===== src/rtl/norm_road_sequencer.sv =====
// norm_road_sequencer: normal-operation road schedule for the allow decoder.
// Roads are served in order 0->1->2->3->0. Each road gets GREEN_TIME green
// cycles, then CLEAR_TIME all-red cycles before the next road starts.
// Optional feature macro: NORM_SKIP_EMPTY_EN. When it is defined, the next
// road is the first road with a waiting car; when it is undefined, the order
// is strict round-robin and car_waiting is not used.
//
//  state | meaning
//  IDLE  | not sequencing; stored road kept for the next start
//  GREEN | current road enabled (norm_op_en=1); counting down green time
//  CLEAR | all-red clearance; road advances when the count runs out
module norm_road_sequencer #(
    parameter int GREEN_TIME = 20,
    parameter int CLEAR_TIME = 3,
    parameter int CNT_W      = 8
) (
    input  logic       clk,
    input  logic       rst,
    input  logic       norm_mode_en,
    input  logic [3:0] car_waiting,
    output logic       norm_op_en,
    output logic [1:0] current_road_norm,
    output logic       road_switch,
    output logic       busy
);

    typedef enum logic [1:0] {
        IDLE  = 2'd0,
        GREEN = 2'd1,
        CLEAR = 2'd2
    } state_t;

    localparam logic [CNT_W-1:0] GREEN_LOAD = CNT_W'(GREEN_TIME - 1);
    localparam logic [CNT_W-1:0] CLEAR_LOAD = CNT_W'(CLEAR_TIME - 1);

    state_t           state;
    logic [CNT_W-1:0] cnt;
    logic [1:0]       next_road;

`ifdef NORM_SKIP_EMPTY_EN
    logic [1:0] road_p1;
    logic [1:0] road_p2;
    logic [1:0] road_p3;

    // Pick the first waiting road after the current one; the current road
    // itself is the last candidate, and an empty sensor set advances by one.
    always_comb begin
        road_p1   = current_road_norm + 2'd1;
        road_p2   = current_road_norm + 2'd2;
        road_p3   = current_road_norm + 2'd3;
        next_road = road_p1;
        if (car_waiting[road_p1])
            next_road = road_p1;
        else if (car_waiting[road_p2])
            next_road = road_p2;
        else if (car_waiting[road_p3])
            next_road = road_p3;
        else if (car_waiting[current_road_norm])
            next_road = current_road_norm;
    end
`else
    logic unused_car_waiting;

    // Strict round-robin; sensor input is deliberately not used.
    assign next_road          = current_road_norm + 2'd1;
    assign unused_car_waiting = ^car_waiting;
`endif

    // Sequencer FSM with down-counter timing and registered outputs.
    always_ff @(posedge clk) begin
        if (rst) begin
            state             <= IDLE;
            cnt               <= '0;
            norm_op_en        <= 1'b0;
            current_road_norm <= 2'd0;
            road_switch       <= 1'b0;
            busy              <= 1'b0;
        end else begin
            road_switch <= 1'b0;
            case (state)
                IDLE: begin
                    if (norm_mode_en) begin
                        state      <= GREEN;
                        cnt        <= GREEN_LOAD;
                        norm_op_en <= 1'b1;
                        busy       <= 1'b1;
                    end else begin
                        norm_op_en <= 1'b0;
                        busy       <= 1'b0;
                    end
                end
                GREEN: begin
                    // Losing the mode request still goes through clearance.
                    if (!norm_mode_en || cnt == '0) begin
                        state      <= CLEAR;
                        cnt        <= CLEAR_LOAD;
                        norm_op_en <= 1'b0;
                    end else begin
                        cnt <= cnt - 1'b1;
                    end
                end
                CLEAR: begin
                    if (cnt == '0) begin
                        current_road_norm <= next_road;
                        if (norm_mode_en) begin
                            state       <= GREEN;
                            cnt         <= GREEN_LOAD;
                            norm_op_en  <= 1'b1;
                            road_switch <= 1'b1;
                        end else begin
                            state <= IDLE;
                            busy  <= 1'b0;
                        end
                    end else begin
                        cnt <= cnt - 1'b1;
                    end
                end
                default: begin
                    state      <= IDLE;
                    cnt        <= '0;
                    norm_op_en <= 1'b0;
                    busy       <= 1'b0;
                end
            endcase
        end
    end

endmodule


===== config.mk =====
export PLATFORM = sky130hd
export DESIGN_NAME = norm_road_sequencer
export DESIGN_NICKNAME = d
export VERILOG_FILES = /design/src/rtl/norm_road_sequencer.sv
export SDC_FILE = /design/constraint.sdc
export NUM_CORES = 1
export LEC_CHECK = 0
export CAP_MARGIN = 40
export CELL_PAD_IN_SITES_DETAIL_PLACEMENT = 0
export CELL_PAD_IN_SITES_GLOBAL_PLACEMENT = 1
export CORE_MARGIN = 3
export CORE_UTILIZATION = 43
export CTS_CLUSTER_DIAMETER = 40
export DETAILED_ROUTE_END_ITERATION = 10
export PLACE_DENSITY = 0.91
export SETUP_SLACK_MARGIN = 0.15
export SLEW_MARGIN = 10
export SYNTH_ARGS = -nofsm -noshare
export SYNTH_HDL_FRONTEND = slang
export SYNTH_SLANG_ARGS = --single-unit
export TNS_END_PERCENT = 50

===== constraint.sdc =====
create_clock -name clk -period 3.04 [get_ports clk]
set_input_delay 0.608 -clock clk [delete_from_list [all_inputs] [get_ports clk]]
set_output_delay 0.608 -clock clk [all_outputs]
set_load 0.1 [all_outputs]

---- After elaboration in Yosys (flattened, before gate mapping) ----
Cells that the tools add are included.
storage, ports and cells
  logic and storage cells ................. 44
  input bits .............................. 7
  output and inout bits ................... 5
  register bits after elaboration ......... 15
cells by class
  eq/ne operators ......................... 7
  multiplexer cells ....................... 17
  bitwise operators ....................... 3
  add/subtract/negate cells ............... 2
  reduce and logical (&&, ||, !) cells .... 9
operators by type and width
  operator               number
  $mux W8                3
  $pmux W8 S3            1
  $ne A2 B2 Y1 const B   5
  $reduce_and A3 Y1      3
  $logic_not A8 Y1       1
  $sub A8 B1 Y8 const B  1
  $mux W1                7
  $mux W2                3
  $pmux W1 S3            2
  $pmux W2 S3            1
  $not A1 Y1             3
  $reduce_or A3 Y1       1
  $add A2 B1 Y2 const B  1
  $eq A2 B1 Y1 const B   1
  $eq A2 B2 Y1 const B   1
  $logic_not A2 Y1       1
  $reduce_and A2 Y1      1
  $logic_not A1 Y1       1
  $logic_or A1 B1 Y1     1

---- Depth between registers and ports, before layout ----
Gate-level depths: netlist (run 1).
  depth in word-level cells ............... 4
  depth in mapped cells ................... 6
  depth with buffers taken out ............ 6

---- Worst setup path after synthesis (run 1) ----
No wires, ideal clock.
  path type ............................... flip-flop to flip-flop
  start point ............................. reg cnt[4]
  end point ............................... reg cnt[7]
  path buffers ............................ 1
  library setup time ...................... 0.058 ns
  cell stages (with the launch flop) ...... 6
  data required time ...................... 2.982 ns
  period minus slack after synthesis ...... 1.778 ns
  setup slack ............................. 1.262 ns
  data arrival time ....................... 1.721 ns
  cells stage by stage .................... dfxtp_1 > buf_6 > or4_4 > or3_1 > a2111oi_2 > a21o_1
between the ends
  longest elaborated chain between the ends .. 4
  elaborated cells on any way between the ends .. 6
  classes of those cells .................. add/sub: 1; mux: 3; reduce/logical: 2
RTL lines
  item                                                                   line  text
  from (decl)                                                            37    logic [CNT_W-1:0] cnt;
  from (signal assigned)                                                 99    cnt <= cnt - 1'b1;
  from (signal assigned)                                                 115   cnt <= cnt - 1'b1;
  parallel branches: the longest is 3 deep, another holds $sub A8 B1 Y8  --
  $pmux W8 S3 (*)                                                        80    case (state)
Mark *: on every way between the ends.
A chain may end at the register's enable or synchronous reset.

---- Worst setup path after layout (run 1) ----
  start point ............................. reg cnt[0]
  end point ............................... reg cnt[5]
The elaborated chain is that of the path after synthesis.

==> key figures, run 1 <==
Outcome
  – Status: finished clean

Floorplan
  – Die area: 0.00265 mm2
  – Io pins: 12
  – Initial cell density of the core: 0.483
  – Die W: 51.5 um
  – CORE AREA: 0.00184 mm2
  – Die Y: 51.5 um
  – # rows: 15

CTS
  – Resize count post-CTS: 0
  – Post-CTS Hold Fix Bufs: 0
  – TritonCTS Buffers: 3
  – Clock root buffer: clkbuf_4
  – Clk_lat worst skew: 0.28 ns
  – Clock Sink Count: 15
  – Max H-tree Level: 1
  – TritonCTS clock tree: done
  – Post-CTS setup buffer count: 0
  – Clock Tree Buf Depth: 2
  – Clock slew at reported path FFs: 0.09 ns

Power
  – PD cells: 706 mW/mm2
  – Net Sw Frac: 0.431
  – P_leak: 0.367 nW
  – Net Sw Power: 0.000295 W
  – Worst VDD drop: 0.000322 V
  – Clock network power share: 0.166
  – Sequential power share: 0.389
  – Share of total power in combinational logic: 0.445
  – Pint: 0.000389 W
  – Tot Pwr: 0.000684 W

Global routing
  – Initial antenna violation count: 0
  – First-pass GRT wire length: 3250 um
  – Global-route met3 utilization: 0.0292
  – Global router's overall resource usage: 0.161
  – Global route hottest layer: met2
  – GR Overflow Total: 0
  – Pin count of the biggest net entering global routing: 20
  – Met1 usage: 0.214
  – GRT met2 Usage: 0.248
  – Vias in the first global route: 725

Worst setup path
  – Worst Setup SP: cnt[0]
  – Critical Path Sink Type: flip-flop
  – Crit-path slowest cell: a2111oi_4
  – Worst path arrival time: 2.22 ns
  – Setup CP Type: flip-flop to flip-flop
  – CP peak stage delay: 0.52 ns
  – Critical path, cell by cell: inv_1, ha_1, nor3b_1, nand2_1, a2111oi_4, a21o_1
  – Worst reg-to-reg setup slack: 1.05 ns
  – Critical Path RT: 3.27 ns
  – RR Startpoint: cnt[0]
  – Worst setup endpoint: cnt[5]
  – Crit Path Max Fanout: 8
  – R2R Path End: cnt[5]
  – Crit path launch type: flip-flop
  – Worst R2R Path Depth: 6

Worst hold path
  – Hold crit path type: flip-flop to flip-flop

STA
  – Final critical-path required period: 1.99 ns
  – Peak Freq: 503 MHz
  – Setup violators final: 0
  – RSZ-0062 raised after global routing: false
  – Fin Clk Skew: 0.00134 ns
  – Final number of hold-violating endpoints: 0
  – Worst-Margin Slew: 0.762 ns
  – Max Slew Vio Count: 0
  – Final setup TNS: 0 ns
  – Slew HR: 0.491
  – Final Cycle Share: 0.655

Yosys
  – Post-synth ARST share: 0
  – Synthesized area per cell: 8.71 um2
  – Leading area contributor after synthesis: dfxtp_1
  – Mapped Area: 888 um2
  – Predominant post-synthesis flop cell: dfxtp_1
  – Syn. warnings: 0
  – Synth unique cells: 42
  – Seq/Total Area, Yosys: 0.338
  – Post-synth EDFFs: 0
  – Post-Synthesis Cells: 102
  – Yosys reg bits: 15
  – Syn_nets: 110
  – Dominant cells by area after synthesis: dfxtp_1, a21oi_1, a21o_1
  – Yosys top cell area share: 0.338

Route
  – Vias: 780
  – DRC: 0
  – Pre-Repair DR Iteration Count: 6
  – Detailed Route WL: 1820 um
  – First DRT Iteration DRCs: 17
  – WL/cell: 13.9 um
  – Post-DRT Antenna Nets: 0
  – Vias per cell: 5.95

Layout
  – Area of the multi-input gates: 534 um2
  – Area Growth Syn to Fin: 9.01%
  – Antenna Cells: 0
  – Net count, final: 115
  – FILL cells: 181
  – Layout cell share with drive strength beyond 1: 0.151
  – Sequential Area: 300 um2

Placement
  – GP Congestion: 0.821
  – PortBufs: 7
  – Post-DP HPWL: 1270 um

Flow run
  – # Max-Cap Violations: 0
-- synthesized netlist by cell type, types with 2 or more instances --
library cell   n
o21ai_0        2
a2111oi_0      4
nor4_1         3
clkbuf_1       5
nand2_1        5
or2_2          2
xor2_1         3
nor2_1         8
a21oi_1        8
nor2b_1        2
nand2b_1       2
a21o_1         5
nor3_1         2
a211oi_1       2
dfxtp_1       15
o211ai_1       2
inv_1          5
nand3b_1       3
-- layer usage --
metal  part of all wire  wire [um]
met4             0.0039          7
met5                  0          0
met3              0.039         70
met2               0.44        802
met1               0.52        937
-- power groups by stage --
| stage | sequential [W] | combinational (W) | clock (W) |
|---|---|---|---|
| after global placement | 0.000269 | 0.000298 | 0 |
| after CTS | 0.000265 | 0.000303 | 0.000120 |
| after detailed placement | 0.000270 | 0.000302 | 0 |
| final | 0.000266 | 0.000304 | 0.000114 |
| after global routing | 0.000271 | 0.000343 | 0.000128 |
| after floorplan | 0.000284 | 0.000233 | 0 |
-- final cells by class --
class                   count  area share
multi-input cells          75       0.552
inverters                   5      0.0194
repair buffers              7      0.0594
well taps                  25      0.0323
flip-flops and latches     15       0.310
clock buffers               4      0.0271
-- critical path, delay by kind of cell, from the launching register on --
family | cells | cell delay, ns
DFF | 1 | 0.34
adders and majority gates | 1 | 0.18
buffers and inverters | 1 | 0.08
AOI/OAI and AO/OA | 2 | 0.69
and+or+nand+nor | 2 | 0.65
-- registers in the layout, summed over array words and instances (netlist names) --
name,count
norm_op_en,1
busy,1
current_road_norm,2
state,2
road_switch,1
cnt,8
-- cells by family (layout without fill, tap and decap cells) --
family,Yosys count,in the layout,synth area share
adders and majority gates,1,1,0.0141
xor gates and xnor gates,3,3,0.0296
buffers and inverters,12,16,0.0606
and+or+nand+nor,37,37,0.252
DFF,15,15,0.338
AOI/OAI and AO/OA,34,34,0.306
-- stage by stage --
stage               hold WS [ns]  worst slack [ns]  area [um2]   util  std cells
finish                     0.531              1.05         968  0.527        131
global route               0.569             0.812         968  0.527        131
CTS                        0.536              1.03         968  0.527        131
detailed placement         0.513             0.794         942  0.512        127
global placement           0.493             0.795         942  0.512        127
floorplan                  0.488              1.26         888      -        102
-- how the worst min path moves through the flow --
stage                         start              endpoint  slack [ns]  cells after the start
6_report       current_road_norm[1]  current_road_norm[1]        0.53                      2
5_1_grt                        busy                  busy        0.57                      2
4_1_cts        current_road_norm[1]  current_road_norm[1]        0.54                      2
3_5_place_dp   current_road_norm[1]  current_road_norm[1]        0.51                      2
3_3_place_gp   current_road_norm[1]  current_road_norm[1]        0.49                      2
2_1_floorplan                cnt[2]                cnt[2]        0.49                      1
-- cells in the final DEF (no fill, tap or decap), drive strengths merged, types with 2 or more instances in the layout --
cell / n
nor3: 3
buf: 5
a211oi: 2
a21o: 5
dfxtp: 15
a2111oi: 6
or2: 2
nand2: 5
o211ai: 2
inv: 5
nor4: 3
nor2b: 2
nand3b: 3
nor2: 8
or4: 3
clkbuf: 4
nand2b: 2
clkdlybuf4s50: 2
o21ai: 2
a21oi: 8
xor2: 3
or3: 2
No activity file was read; power rests on OpenSTA's default activity.
==> run 2, diff against run 1 <==
--- a/config.mk
+++ b/config.mk
@@ -9,10 +9,10 @@
 export CELL_PAD_IN_SITES_DETAIL_PLACEMENT = 0
 export CELL_PAD_IN_SITES_GLOBAL_PLACEMENT = 1
 export CORE_MARGIN = 3
-export CORE_UTILIZATION = 43
+export CORE_UTILIZATION = 39
 export CTS_CLUSTER_DIAMETER = 40
 export DETAILED_ROUTE_END_ITERATION = 10
-export PLACE_DENSITY = 0.91
+export PLACE_DENSITY = 0.85
 export SETUP_SLACK_MARGIN = 0.15
 export SLEW_MARGIN = 10
 export SYNTH_ARGS = -nofsm -noshare
==> constraint.sdc (replaced) <==
create_clock -name clk -period 2 [get_ports clk]
set_input_delay 0.4 -clock clk [delete_from_list [all_inputs] [get_ports clk]]
set_output_delay 0.4 -clock clk [all_outputs]
set_load 0.1 [all_outputs]
==> run 2 against run 1 <==
  * Clock power increased by 62%
  * Wire length grew 9.9%
  * Non-clock buffer count is 10 higher
  * Core utilization shrank 1.5 points
  * Hold slack better by 0.0029 ns
  * Cell count increased by 9.2%
  * Clock-buffer cell count unchanged
  * Combinational power grew 76%
==> key figures, run 2 (synthesis results as in run 1) <==
Outcome
  – Status: finished clean

STA
  – Final Cycle Share: 0.883 (+0.229)
  – Final worst-path setup slack: 0.234 ns (-0.816 ns)
  – Final setup TNS: 0 ns (unchanged)
  – Final critical-path required period: 1.77 ns (-0.224 ns)
  – Fin Clk Skew: 0.000713 ns (-0.000630 ns)
  – Peak Freq: 566 MHz (+13%)
  – Slew HR: 0.644 (+0.154)
  – Final number of hold-violating endpoints: 0 (unchanged)
  – RSZ-0062 raised after global routing: false
  – Worst-Margin Slew: 0.533 ns (-0.229 ns)
  – Setup violators final: 0 (unchanged)
  – Max Slew Vio Count: 0 (unchanged)

Global routing
  – First-pass GRT wire length: 3390 um (+4.2%)
  – Global router's overall resource usage: 0.161 (about the same)
  – GRT met2 Usage: 0.256 (+0.00817)
  – GR Overflow Total: 0 (unchanged)
  – Initial antenna violation count: 0 (unchanged)
  – Vias in the first global route: 748 (+3.2%)
  – Met1 usage: 0.212 (-0.00140)
  – Global-route met3 utilization: 0.0249 (-0.00422)
  – Global route hottest layer: met2
  – Pin count of the biggest net entering global routing: 16 (-20%)

Route
  – Vias: 846 (+8.5%)
  – DRC: 0 (unchanged)
  – WL/cell: 14.0 um (+0.63%)
  – Vias per cell: 5.92 (-0.64%)
  – First DRT Iteration DRCs: 26 (+9)
  – Post-DRT Antenna Nets: 0 (unchanged)
  – Pre-Repair DR Iteration Count: 4 (-2)
  – Detailed Route WL: 2000 um (+9.9%)

Layout
  – FILL cells: 196 (+8.3%)
  – Antenna Cells: 0 (unchanged)
  – Max reg flops: 8 (unchanged)
  – Sequential Area: 304 um2 (+1.3%)
  – Net count, final: 125 (+8.7%)
  – Area Growth Syn to Fin: 18.7%
  – Most frequent cells in the layout: buf_4, dfxtp_1, a21oi_1, nor2_1
  – Top Registers: cnt: 8 flops, current_road_norm: 2 flops, state: 2 flops
  – Leading cell type in the layout, fill and taps excluded: buf_4
  – Layout Cells excl Fill: 143 (+9.2%)
  – Area of the multi-input gates: 539 um2 (+0.94%)
  – Layout cell share with drive strength beyond 1: 0.259 (+0.108)
  – Most flops, register: cnt

Placement
  – GP Congestion: 0.802 (-2.2%)
  – Post-DP HPWL: 1450 um (+15%)
  – PortBufs: 7 (unchanged)
  – Dpl cells: 139 (+9.4%)
  – Setup WS pre-CTS: 0.155 ns (-0.639 ns)

Power
  – P_leak: 0.420 nW (+14%)
  – PD cells: 1060 mW/mm2 (+50%)
  – Tot Pwr: 0.00112 W (+64%)
  – Worst VDD drop: 0.000539 V (+67%)

Floorplan
  – CORE AREA: 0.00206 mm2 (+12%)
  – Die W: 53.7 um (+4.4%)
  – Io pins: 12 (unchanged)
  – # rows: 16 (+1)
  – Die Y: 53.7 um (+4.4%)
  – Initial cell density of the core: 0.431 (-0.0522)
  – Die area: 0.00289 mm2 (+9.0%)

Worst setup path
  – Critical Path Sink Type: flip-flop
  – Worst reg-to-reg setup slack: 0.23 ns (-0.82 ns)
  – Worst path arrival time: 2.01 ns (-0.21 ns)
  – Worst Setup SP: cnt[6]
  – Setup CP Type: flip-flop to flip-flop
  – Crit path launch type: flip-flop
  – Crit Path Max Fanout: 6 (-2)
  – R2R Path End: cnt[7]
  – Critical Path RT: 2.24 ns (-1.03 ns)
  – RR Startpoint: cnt[6]
  – Worst R2R Path Depth: 4 (-2)

Worst hold path
  – Hold Crit Start: busy
  – Hold Path Stages: 2 (unchanged)
  – Hold crit path type: flip-flop to flip-flop
  – Hold Path Sink: busy

CTS
  – Post-CTS setup buffer count: 0 (unchanged)
  – Clk_lat worst skew: 0.29 ns (about the same)
  – Clock Tree Buf Depth: 2 (unchanged)
  – Clock Sink Count: 15 (unchanged)
  – Clock root buffer: clkbuf_4
  – Max H-tree Level: 1 (unchanged)
  – TritonCTS Buffers: 3 (unchanged)
  – Clock slew at reported path FFs: 0.10 ns (about the same)
  – TritonCTS clock tree: done

Flow run
  – # Max-Cap Violations: 0 (unchanged)
-- run 2: metrics by stage --
stage | util | hold WS, ns | instance area [um2]
2_1_floorplan | - | 0.488 | 888
5_1_grt | 0.512 | 0.565 | 1050
6_report | 0.512 | 0.533 | 1050
3_3_place_gp | 0.495 | 0.499 | 1020
3_5_place_dp | 0.495 | 0.511 | 1020
4_1_cts | 0.507 | 0.535 | 1050
-- run 2: what timing repair did --
item / in CTS / in global routing
setup endpoints to repair: 0 / 10
gates resized for setup: 0 / 4
hold buffers: 0 / 0
-- run 2: worst max-delay path, cell delays in order, from the launching register on --
cell and delay (ns):
dfxtp_2 0.36, or4_4 0.56, or3_1 0.38, a2111oi_2 0.31, a21o_1 0.12
-- run 2: where the power goes --
group / total (W) / switching (W) / internal (W)
registers: 0.000400 / 0.0000587 / 0.000341
logic: 0.000535 / 0.000307 / 0.000229
clock network: 0.000185 / 0.000107 / 0.0000776
-- run 2: how the worst max path moves through the flow --
stage               slack, ns  endpoint  cells after the start
global placement         0.20    cnt[2]                      6
detailed placement       0.15    cnt[3]                      6
floorplan                0.22    cnt[7]                      5
finish                   0.23    cnt[7]                      4
CTS                      0.16    cnt[7]                      4
global route             0.16    cnt[3]                      4
-- run 2: layout make-up --
class	count	area share
multi-input cells	75	0.511
inverters	5	0.0178
clock buffers	4	0.0249
well taps	27	0.0320
repair buffers	17	0.126
flip-flops and latches	15	0.288
-- run 2: per-layer routing --
layer,vias up,share of wire
li1,416,-
met1,407,0.47
met2,21,0.48
met3,2,0.039
met4,0,0.013
met5,-,0
==> run 3, diff against run 2 <==
--- a/config.mk
+++ b/config.mk
@@ -12,6 +12,7 @@
 export CORE_UTILIZATION = 39
 export CTS_CLUSTER_DIAMETER = 40
 export DETAILED_ROUTE_END_ITERATION = 10
+export GPL_ROUTABILITY_DRIVEN = 0
 export PLACE_DENSITY = 0.85
 export SETUP_SLACK_MARGIN = 0.15
 export SLEW_MARGIN = 10
==> results of run 3 <==
The final DEF is identical to that of run 2; final timing and power are the same.
==> RTL edit 1 (config.mk and constraints of run 2) <==
Add an input register stage for `norm_mode_en`, cleared by the reset; this delays it by one clock. The other inputs are not delayed to match.
--- a/src/rtl/norm_road_sequencer.sv
+++ b/src/rtl/norm_road_sequencer.sv
@@ -32,6 +32,16 @@
 
     localparam logic [CNT_W-1:0] GREEN_LOAD = CNT_W'(GREEN_TIME - 1);
     localparam logic [CNT_W-1:0] CLEAR_LOAD = CNT_W'(CLEAR_TIME - 1);
+
+    logic norm_mode_en_q;
+
+    always_ff @(posedge clk) begin
+        if (rst) begin
+            norm_mode_en_q <= '0;
+        end else begin
+            norm_mode_en_q <= norm_mode_en;
+        end
+    end
 
     state_t           state;
     logic [CNT_W-1:0] cnt;
@@ -79,7 +89,7 @@
             road_switch <= 1'b0;
             case (state)
                 IDLE: begin
-                    if (norm_mode_en) begin
+                    if (norm_mode_en_q) begin
                         state      <= GREEN;
                         cnt        <= GREEN_LOAD;
                         norm_op_en <= 1'b1;
@@ -91,7 +101,7 @@
                 end
                 GREEN: begin
                     // Losing the mode request still goes through clearance.
-                    if (!norm_mode_en || cnt == '0) begin
+                    if (!norm_mode_en_q || cnt == '0) begin
                         state      <= CLEAR;
                         cnt        <= CLEAR_LOAD;
                         norm_op_en <= 1'b0;
@@ -102,7 +112,7 @@
                 CLEAR: begin
                     if (cnt == '0) begin
                         current_road_norm <= next_road;
-                        if (norm_mode_en) begin
+                        if (norm_mode_en_q) begin
                             state       <= GREEN;
                             cnt         <= GREEN_LOAD;
                             norm_op_en  <= 1'b1;
Function: changed (a bounded check fails within 4 cycles, from zero or initial values and one cycle with rst high).
==> RTL edit 1 against run 2 <==
Routed wire length up 1.6%. Synthesized area down 1.5%. Sequential cell count up 1. Cell area down 1.3%. Worst setup slack worse by 0.063 ns. Final cell count up 2.8%. Total power down 23%.
==> RTL edit 1: results (changes against run 2) <==
worst_setup_path:
  cp_slowest_stage_delay_ns: 0.65  # +0.09 ns
  slowest_stage: "or4_2"
  path_max_fanout: 4  # -2
  r2r_cells: 6  # +2
  reg2reg_from: "cnt[0]"
  worstPathArrival_ns: 2.06  # +0.05 ns
  startpoint_type: "flop"
synth:
  synth_cell_types: 35  # -17%
  ys_seq_area_share_pct: 36.6  # +2.8 points
  async_reset_ff_share_pct: 0  # unchanged
  syn-num-nets: 114  # +3.6%
  synth_commonest_cells: "nand3_1, dfxtp_1, nor2_1"
  synthTopCellsByArea: "dfxtp_1, nand3_1, nor2_1"
  synthFlopType: "dfxtp_1"
final_layout:
  drive_above_1_share_pct: 20.8  # -5.0 points
  fillers: 219  # +12%
  antenna_cells: 0  # unchanged
  layout.nets: 130  # +4.0%
global_route:
  grt_pass1_wl_um: 3640  # +7.6%
  gr-usage-all-layers_pct: 17.5  # +1.4 points
  grt_pass1_vias: 819  # +9.5%
clock_network:
  cts_buffer_depth: 2  # unchanged
  clock_latency_ns: 0.29  # about the same
worst_hold_path:
  min_from: "norm_op_en"
  min_path_type: "reg2reg"
  hold_depth: 2  # unchanged
sta:
  fin_skew_ns: 0.00861  # +0.00790 ns
  max-slew-margin-rel_pct: 60.6  # -3.8 points
detailed_routing:
  wl_per_cell_um: 13.8  # -1.2%
  dr.pass1.iters: 4  # unchanged
  vias_per_cell: 5.56  # -5.9%
  drtIter0Drc: 15  # -42%
placement:
  port_buffers: 7  # unchanged
  dp_hpwl_um: 1360  # -6.7%
  place_congestion: 0.802  # about the same
run_status:
  status: "complete, no violations"
pwr:
  worst_ir_drop_vdd_uv: 543  # +0.87%
  p_leak_nw: 0.418  # -0.54%
-- RTL edit 1: layout make-up --
| type | count | share of cell area [%] |
|---|---|---|
| Inverter | 3 | 1.08 |
| Sequential cell | 16 | 30.8 |
| Tap cell | 27 | 3.25 |
| Timing Repair Buffer | 15 | 11.3 |
| Multi-Input combinational cell | 83 | 51.4 |
| Clock buffer | 3 | 2.16 |
-- RTL edit 1: kinds of logic after synthesis --
kind of cell | count (synthesis) | share of synthesized area, %
DFF | 16 | 36.6
AOI/OAI and AO/OA | 18 | 14.9
buffers and inverters | 7 | 3.00
adders and majority gates | 1 | 1.43
and+or+nand+nor | 61 | 40.9
muxes | 1 | 1.14
xor gates and xnor gates | 2 | 2.00
-- RTL edit 1: tightest hold or removal path, cell delays in order (launching register included) --
cell and delay (ns):
dfxtp_1 0.34, nand3_1 0.06, a31oi_1 0.07
-- RTL edit 1: report_power, final --
group	leakage, nW	switching [W]	internal, W
Sequential	0.131	0.0000276	0.000342
Clock	0.0138	0.000104	0.0000701
Combinational	0.274	0.000184	0.000134
Total	0.418	0.000316	0.000547
-- RTL edit 1: what timing repair did --
action                                 4_1_cts  5_1_grt
setup endpoints to repair                    0        6
hold buffers                                 0        0
endpoints found under the hold margin        0        0
gates resized for setup                      0        2
-- RTL edit 1: path summary, 6_finish.rpt --
check | to | slack, ns
hold / removal | norm_op_en | 0.52
setup reg to reg | cnt[7] | 0.17
hold reg to reg | norm_op_en | 0.52
setup / recovery | cnt[7] | 0.17
-- RTL edit 1: stage by stage --
stage                     cells  util [%]  worst slack (ns)  area, sq um
after floorplan             106         -             0.250          875
after global placement      144      49.5             0.134         1010
after detailed placement    144      49.5            0.0937         1010
after CTS                   147      50.6             0.181         1030
after global routing        147      51.0             0.101         1040
final                       147      51.0             0.171         1040
-- RTL edit 1: routing by layer --
metal	part of all wire, %	track usage [%]
met3	3.2	6.20
met5	0	0
met4	0.99	5.53
met1	48	21.0
met2	47	28.8
==> RTL edit 2 (flow settings as in run 2) <==
Made on the original files. Add a define of `NORM_SKIP_EMPTY_EN`.
--- a/src/rtl/norm_road_sequencer.sv
+++ b/src/rtl/norm_road_sequencer.sv
@@ -9,6 +9,8 @@
 //  IDLE  | not sequencing; stored road kept for the next start
 //  GREEN | current road enabled (norm_op_en=1); counting down green time
 //  CLEAR | all-red clearance; road advances when the count runs out
+`define NORM_SKIP_EMPTY_EN
+
 module norm_road_sequencer #(
     parameter int GREEN_TIME = 20,
     parameter int CLEAR_TIME = 3,
Formal check against the unedited RTL: not equivalent (a bounded check fails within 10 cycles, from zero or initial values and one cycle with rst high).
==> RTL edit 2 against run 2 <==
Clock skew rose by 0.010 ns. Final cell count rose by 28%. Total power shrank 1.9%. Via count up 26%. Worst setup slack lost 0.23 ns. Routed wire length is 35% higher. Fmax fell by 11%. Cell area is 34% higher. Synthesized area increased by 17%. Sequential cell count is the same. Critical path type unchanged. Critical endpoint is now current_road_norm[0].
==> RTL edit 2: results (changes against run 2) <==
sta:
  fin_skew_ns: 0.0111  # +0.0104 ns
  fin_crit_ns: 2.00  # +0.229 ns
  max-slew-margin-rel_pct: 77.3  # +13 points
  setup_viol: 0  # unchanged
run_status:
  status: "complete, no violations"
clock_network:
  numCtsBuffers: 3  # unchanged
  cts.clk_slew.worst_paths_ns: 0.10  # about the same
  cts.htree.levels: 1  # unchanged
  root_buffer: "clkbuf_4"
  cts_buffer_depth: 2  # unchanged
  clock_latency_ns: 0.31  # +0.02 ns
worst_setup_path:
  crit_type: "reg2reg"
  r2r_setup_slack_ns: 0.005  # -0.23 ns
  reg2reg_to: "current_road_norm[0]"
  path_max_fanout: 3  # -3
  r2r_cells: 6  # +2
  reg2reg_from: "cnt[1]"
  worstPathArrival_ns: 2.19  # +0.18 ns
worst_hold_path:
  min_path_type: "reg2reg"
detailed_routing:
  wl_per_cell_um: 14.7  # +5.5%
  drtIter0Drc: 22  # -15%
  num_vias: 1070  # +26%
  vias_per_cell: 5.85  # -1.2%
  dr.pass1.iters: 4  # unchanged
final_layout:
  top_regs: "cnt (8), current_road_norm (2), state (2)"
  drive_above_1_share_pct: 35.9  # +10 points
  antenna_cells: 0  # unchanged
  layout.nets: 163  # +30%
synth:
  synth_commonest_cells: "dfxtp_1, nand2_1, nor2_1"
  async_reset_ff_share_pct: 0  # unchanged
  synthFlopType: "dfxtp_1"
  syn_inst: 119  # +17%
  syn-num-nets: 128  # +16%
  synthTopCellsByArea: "dfxtp_1, a311oi_1, a21oi_1"
  ys_seq_area_share_pct: 29.0  # -4.9 points
  yosysWarnings: 0  # unchanged
  synth_cell_types: 49  # +17%
placement:
  dp_hpwl_um: 2000  # +38%
  placed_area_sq_mm: 0.00134  # +31%
  place_congestion: 0.803  # +0.11%
  port_buffers: 11  # +4
  post-place-ws_ns: -0.269  # -0.424 ns
  place_inst: 178  # +28%
global_route:
  grt_pass1_wl_um: 4550  # +34%
  gr-usage-all-layers_pct: 17.5  # +1.3 points
  grt_pass1_vias: 1024  # +37%
  grt_max_degree: 14  # -2
  antenna_found_initial: 0  # unchanged
pwr:
  worst_ir_drop_vdd_uv: 506  # -6.1%
  p_leak_nw: 0.570  # +36%
==> RTL edit 2: worst min path at each step <==
| stage | start | depth (start not counted) | slack (ns) | to |
|---|---|---|---|---|
| after global placement | norm_op_en | 2 | 0.49 | norm_op_en |
| after floorplan | cnt[3] | 1 | 0.48 | cnt[3] |
| after detailed placement | norm_op_en | 2 | 0.51 | norm_op_en |
| after global routing | norm_op_en | 2 | 0.55 | norm_op_en |
| after CTS | busy | 2 | 0.52 | busy |
| final | busy | 2 | 0.52 | busy |
==> RTL edit 2: layout make-up <==
type	count	area, sq um
fillers	232	1080
multi-input cells	93	741
flip-flops and latches	15	310
repair buffers	35	278
well taps	30	37.5
clock buffers	4	26.3
inverters	6	22.5
==> RTL edit 2: critical path, cell delays in order, from the launching register on <==
cell	delay (ns)
dfxtp_2	0.34
inv_2	0.07
ha_4	0.13
or4b_4	0.46
or3_4	0.41
nor4_4	0.16
mux2_4	0.32
==> RTL edit 2: stage by stage <==
step	total power, W	TNS [ns]
CTS	0.00108	-0.00207
finish	0.00110	0
global route	0.00116	-0.0495
floorplan	0.000703	0
detailed placement	0.000892	-0.536
global placement	0.000880	-0.445
==> RTL edit 2: routing by layer <==
metal | GRT usage [%] | vias to the layer above | routed length, um
met2 | 28.5 | 19 | 1310
met3 | 4.98 | 5 | 88
met5 | 0 | - | 0
met4 | 4.64 | 0 | 39
li1 | - | 529 | -
met1 | 22.4 | 517 | 1260
==> RTL edit 2: where the power goes <==
| part | internal (W) | total, W | switching [W] | leakage, nW |
|---|---|---|---|---|
| Combinational | 0.000256 | 0.000546 | 0.000290 | 0.430 |
| Clock | 0.0000781 | 0.000191 | 0.000113 | 0.0150 |
| Sequential | 0.000334 | 0.000362 | 0.0000278 | 0.125 |
==> RTL edit 2: kinds of logic after synthesis <==
family                     share of synthesized area [%]
AOI/OAI and AO/OA                                   28.6
and+or+nand+nor                                     29.9
muxes                                               5.43
adders and majority gates                           2.41
buffers and inverters                               4.70
DFF                                                 29.0
==> RTL edit 2: timing repair <==
item                       4_1_cts  5_1_grt
setup endpoints to repair        2        7
pin swaps                        0        2
setup buffers                    0        1
gates resized for setup          3        6
